$ cat src/rtl/gs_pkg.sv
// Shared types and constants for the Goldschmidt divider control slice.
// Holds the FSM state encoding, multiplicand select codes and the control word decode.
package gs_pkg;

  localparam int unsigned GS_WIDTH = 16;
  localparam int unsigned ITER_W   = 4;

  typedef enum logic [1:0] {
    IDLE  = 2'd0,
    MUL_N = 2'd1,
    MUL_D = 2'd2,
    DONE  = 2'd3
  } gs_state_t;

  localparam logic [1:0] SEL_D    = 2'd0;
  localparam logic [1:0] SEL_N    = 2'd1;
  localparam logic [1:0] SEL_NEWD = 2'd2;
  localparam logic [1:0] SEL_NEWN = 2'd3;

  typedef struct packed {
    logic       k_select;
    logic [1:0] nd_select;
    logic       n_enable;
    logic       d_enable;
    logic       busy;
    logic       done;
  } gs_ctrl_t;

  typedef struct packed {
    logic [GS_WIDTH-1:0] n;
    logic [GS_WIDTH-1:0] d;
    logic [GS_WIDTH-1:0] ia;
  } gs_operands_t;

  // Moore control word for a given state/iteration; K comes from IA only on the first pair.
  function automatic gs_ctrl_t decode_ctrl(input gs_state_t st, input logic [ITER_W-1:0] it);
    gs_ctrl_t c;
    logic     first;
    c     = '0;
    first = (it == '0);
    case (st)
      MUL_N: begin
        c.n_enable  = 1'b1;
        c.busy      = 1'b1;
        c.k_select  = !first;
        c.nd_select = first ? SEL_N : SEL_NEWN;
      end
      MUL_D: begin
        c.d_enable  = 1'b1;
        c.busy      = 1'b1;
        c.k_select  = !first;
        c.nd_select = first ? SEL_D : SEL_NEWD;
      end
      DONE:    c.done = 1'b1;
      default: c = '0;
    endcase
    return c;
  endfunction

endpackage

$ cat src/rtl/flopenr.sv
// Enabled register with synchronous active-low clear.
module flopenr #(
  parameter int unsigned WIDTH = 8
) (
  input  logic             clk,
  input  logic             reset,
  input  logic             en,
  input  logic [WIDTH-1:0] d,
  output logic [WIDTH-1:0] q
);

  always_ff @(posedge clk) begin
    if (!reset)  q <= '0;
    else if (en) q <= d;
  end

endmodule

$ cat src/rtl/gs_divide_ctrl.sv
// Goldschmidt divider control: latches operands on start and sequences the shared
// multiplier through ITERS N-then-D iteration pairs, then pulses done for one cycle.
module gs_divide_ctrl
  import gs_pkg::*;
#(
  parameter int unsigned ITERS = 3
) (
  input  logic                clk,
  input  logic                reset,
  input  logic                start,
  input  logic [GS_WIDTH-1:0] N_in,
  input  logic [GS_WIDTH-1:0] D_in,
  input  logic [GS_WIDTH-1:0] IA_in,
  output logic [GS_WIDTH-1:0] N,
  output logic [GS_WIDTH-1:0] D,
  output logic [GS_WIDTH-1:0] IA,
  output logic                kSelect,
  output logic [1:0]          ndSelect,
  output logic                nEnable,
  output logic                dEnable,
  output logic                busy,
  output logic                done
);

  localparam logic [ITER_W-1:0] LAST_ITER = ITER_W'(ITERS - 1);

  gs_state_t         state, next_state;
  logic [ITER_W-1:0] iter, next_iter;
  logic              load;
  gs_ctrl_t          ctrl_q, next_ctrl;
  gs_operands_t      ops_d, ops_q;

  always_ff @(posedge clk) begin
    if (!reset) begin
      state  <= IDLE;
      iter   <= '0;
      ctrl_q <= '0;
    end else begin
      state  <= next_state;
      iter   <= next_iter;
      ctrl_q <= next_ctrl;
    end
  end

  // Control word is decoded from the next state so outputs are registered yet Moore-aligned.
  always_comb begin
    next_state = state;
    next_iter  = iter;
    load       = 1'b0;
    case (state)
      IDLE, DONE: begin
        if (start) begin
          load       = 1'b1;
          next_iter  = '0;
          next_state = MUL_N;
        end else begin
          next_state = IDLE;
        end
      end
      MUL_N: next_state = MUL_D;
      MUL_D: begin
        if (iter == LAST_ITER) begin
          next_state = DONE;
        end else begin
          next_iter  = iter + ITER_W'(1);
          next_state = MUL_N;
        end
      end
      default: next_state = IDLE;
    endcase
    next_ctrl = decode_ctrl(next_state, next_iter);
  end

  assign ops_d = '{n: N_in, d: D_in, ia: IA_in};

  flopenr #(.WIDTH(3 * GS_WIDTH)) u_operands (
    .clk   (clk),
    .reset (reset),
    .en    (load),
    .d     (ops_d),
    .q     (ops_q)
  );

  assign N        = ops_q.n;
  assign D        = ops_q.d;
  assign IA       = ops_q.ia;
  assign kSelect  = ctrl_q.k_select;
  assign ndSelect = ctrl_q.nd_select;
  assign nEnable  = ctrl_q.n_enable;
  assign dEnable  = ctrl_q.d_enable;
  assign busy     = ctrl_q.busy;
  assign done     = ctrl_q.done;

endmodule
$ cat config.mk
export PLATFORM = sky130hd
export DESIGN_NAME = gs_divide_ctrl
export DESIGN_NICKNAME = d
export VERILOG_FILES = /design/src/rtl/gs_pkg.sv /design/src/rtl/flopenr.sv /design/src/rtl/gs_divide_ctrl.sv
export SDC_FILE = /design/constraint.sdc
export NUM_CORES = 1
export LEC_CHECK = 0
export CAP_MARGIN = 20
export CORE_MARGIN = 2
export CORE_UTILIZATION = 41
export CTS_CLUSTER_SIZE = 25
export DETAILED_ROUTE_END_ITERATION = 10
export PLACE_DENSITY = 0.91
export RECOVER_POWER = 100
export REMOVE_ABC_BUFFERS = 1
export SYNTH_ARGS = -nofsm -noshare
export SYNTH_HDL_FRONTEND = slang
export SYNTH_SLANG_ARGS = --single-unit
$ cat constraint.sdc
create_clock -name clk -period 2.7 [get_ports clk]
set_clock_uncertainty 0.1 [all_clocks]
set_input_delay 0.405 -clock clk [delete_from_list [all_inputs] [get_ports clk]]
set_output_delay 0.405 -clock clk [all_outputs]
set_load 0.02 [all_outputs]
==> run summary <==
The run finished with clean final reports. CTS saw 59 sinks. From bottom edge to top edge, the die measures 78.8 um. After clock tree synthesis, the flow added hold-fix buffers numbering 0.

The count of inserted antenna diode cells was 0; the die span in x was 78.8 um. Reported max-cap violation count: 0. Gates resized during post-CTS repair numbered 0. Averaged over all synthesized cells, the footprint is 8.45 um^2.

The via count of the first global-routing pass is 2,051, and the worst hold slack across all endpoints is 0.349 ns. Summed over all instances, the cell type with the most area after synthesis is sky130_fd_sc_hd__dfxtp_1. The highest fanout seen on the critical path works out to 5.

The type of element launching the critical path was a flip-flop. For this design the ratio of total power to cell area is 647 nW/um^2. The tools report the sequential area share after synthesis as 0.516. The worst setup path is captured at a flip-flop. Setup repair after global routing left no endpoint under its margin. For this run, the number of Yosys warnings is 0. Minimum period implied by the final worst setup slack: 2.25 ns.

STA puts the critical path data arrival time at 2.34 ns. The top cell types in the final layout, fill and taps aside, are sky130_fd_sc_hd__nand2_1, sky130_fd_sc_hd__dfxtp_1, sky130_fd_sc_hd__dlygate4sd3_1. The tools report the initial cell density of the core as 0.421. The min-delay analysis places its worst path in the category reg -> reg. For this run, the top clock speed supported by timing is 444 MHz. Before antenna repair, the detailed router went through 4 iterations.

The run gives 0.499 ns as the worst setup slack after placement. The startpoint identified for the worst register-to-register timing path is iter[1]. The run gives 0.481 mV as the maximum vdd ir drop. The critical path in this run is classified as reg -> reg.

The distinct cell type count of the synthesized netlist came out at 29. The hold violation count in the final report was 0; the share of post-route cells with drive strength above 1 was 0.0875. For the pin with the worst max-slew slack, the measured transition is 1.00 ns. The remaining max-slew budget at the tightest pin was 0.330; the final count of pins violating max slew was 0.

Root buffer cell: sky130_fd_sc_hd__clkbuf_8. The first global-routing pass estimated 9140 um of wire. The H-tree generated during clock tree synthesis spans 3 levels.

Count of mapped cells out of synthesis: 271. The clock reaches the later pin of the worst-skew pair after 0.33 ns. At the end of routability-driven placement, the weighted congestion stood at 0.784. The tools report the global router's overall resource usage as 0.191.

Clock-pin slew was measured on the worst setup and hold paths at 0.06 ns. STA puts the critical path data required time at 2.79 ns. 106 I/O pins were placed. In this run the power spent charging and discharging nets is 524 uW. The fraction of the cycle the final worst path needs came out at 0.834.

The worst-case clock buffer depth came out at 2. From synthesis to final layout, the design area changed by 56.1%. For the setup slack of the most critical reg-to-reg path, the log shows 0.45 ns. The final worst setup slack is 0.448 ns, and the total global routing overflow is 0.

Combinational cell fraction of total power: 0.148. In this run the tool buffered the top-level ports with 105 buffer cells. Entering global routing, the biggest net connects 49 pins. The number of antenna violations at the first check in global routing came out at 0. In this run, synthesis produced a sequential element count of 59. For this block, the via count after detailed routing is 2,096.

The internal power contribution was 1790 uW; the via-per-instance ratio was 4.67. Worst hold path startpoint: u_operands.q[32]. The depth of the most critical reg-to-reg path was 8; the share of total power in sequential cells was 0.406.

The overall power is 2310 uW, and the total number of placement rows is 27. After the last flow step, the layout net total stands at 430. In this run the critical register-to-register path is captured at kSelect. The average wire per standard cell was 12.5 um.

The floorplan step defined a core boundary enclosing 5440 um^2. The share of Yosys cell area claimed by the top area cell type is 0.516. TritonCTS built the clock tree. The clock share of power came out at 0.446. The fraction of power spent switching nets was 0.226; the worst hold path depth was 2. Setup violations remaining at the end of the flow were counted as 0. The commonest non-fill, non-tap cell in the layout was sky130_fd_sc_hd__nand2_1. By area the synthesized netlist is led by sky130_fd_sc_hd__dfxtp_1, sky130_fd_sc_hd__nand2_1, sky130_fd_sc_hd__a21oi_1.

The number of routed nets with antenna violations was 0; the buffer count from post-CTS setup fixing was 0. Setup total negative slack on the finished layout was measured at 0 ns. Once detailed placement completed, the half-perimeter wirelength came to 3950 um.

For this run, design rule violations remaining after detail routing come to 0. Synthesized area: 2290 um^2. Violation count after the first detailed-routing iteration: 58. Summed over all cells, the static leakage comes to 0.00151 uW.

The floorplan step defined a die boundary enclosing 6200 um^2. The routed design has 5630 um of wire. Counting the fill cells in the layout gives 455. The worst hold path terminates at u_operands.q[32]. The number of clock buffers added by TritonCTS is 9.
## metrics by stage
| step | area (um^2) | cells | utilization |
|---|---|---|---|
| floorplan | 2190 | 253 | - |
| global placement | 3360 | 433 | 0.618 |
| detailed placement | 3360 | 433 | 0.618 |
| CTS | 3620 | 449 | 0.666 |
| global route | 3580 | 449 | 0.657 |
| finish | 3580 | 449 | 0.657 |
## critical path: stages (launching register included)
cell,delay [ns]
sky130_fd_sc_hd__dfxtp_1,0.39
sky130_fd_sc_hd__ha_1,0.20
sky130_fd_sc_hd__nor4bb_1,0.47
sky130_fd_sc_hd__nor2_1,0.14
sky130_fd_sc_hd__nor2_1,0.23
sky130_fd_sc_hd__ha_1,0.27
sky130_fd_sc_hd__and2_0,0.14
sky130_fd_sc_hd__o21ai_0,0.12
sky130_fd_sc_hd__a41oi_2,0.06
## per-layer routing
layer	part of all wire	track usage
met5	0	0
met4	0.020	0.0947
met3	0.081	0.0693
met2	0.49	0.329
met1	0.41	0.206
## sequential cells by signal, summed over array words and instances (netlist names)
signal,count
busy,1
dEnable,1
done,1
iter,4
kSelect,1
ndSelect,1
state,2
u_operands.q,48
## how the worst max path moves through the flow
stage,start,to,slack (ns),cells after the start
final,iter[1],kSelect,0.45,8
after global routing,state[0],u_operands.q[7],0.26,6
after CTS,iter[0],kSelect,0.44,9
after detailed placement,iter[0],kSelect,0.50,9
after global placement,start,kSelect,0.66,8
after floorplan,state[0],kSelect,0.05,9
## cells by family (layout without fill, tap and decap cells)
| family | after synthesis | in the layout | share of synthesized area |
|---|---|---|---|
| compound gates | 57 | 57 | 0.154 |
| xor+xnor | 1 | 1 | 0.00382 |
| fa+ha+maj | 7 | 7 | 0.0382 |
| buf+inv | 25 | 131 | 0.0573 |
| flops | 59 | 59 | 0.516 |
| mux | 1 | 1 | 0.00491 |
| simple gates | 121 | 121 | 0.226 |
## layout make-up
| cell class | count | area (um^2) | area share |
|---|---|---|---|
| Timing Repair Buffer | 108 | 1080 | 0.303 |
| Multi-Input combinational cell | 187 | 938 | 0.262 |
| Clock buffer | 11 | 131 | 0.0367 |
| Sequential cell | 59 | 1180 | 0.330 |
| Tap cell | 72 | 90.1 | 0.0252 |
| Inverter | 7 | 26.3 | 0.00735 |
| Clock inverter | 5 | 125 | 0.0350 |
## cells in the mapped netlist, drive strengths merged
library cell and number:
mux2 1, o21ai 1, ha 7, clkbuf 7
a31oi 1, or2 2, a21oi 52, o31a 1
inv 7, and2 5, buf 11, nor3 1
dfxtp 59, nor4bb 1, a41oi 1, xnor2 1
nor2b 1, nand3 1, a32oi 1, and2b 2
nor2 8, nand2 100
## power by group through the flow
stage,Sequential (uW),Combinational [uW],Clock [uW]
final,940,343,1030
after floorplan,1020,108,0
after detailed placement,961,371,0
after global routing,945,373,1100
after global placement,958,364,0
after CTS,942,373,1060
Power figures use the tool's default switching activity.
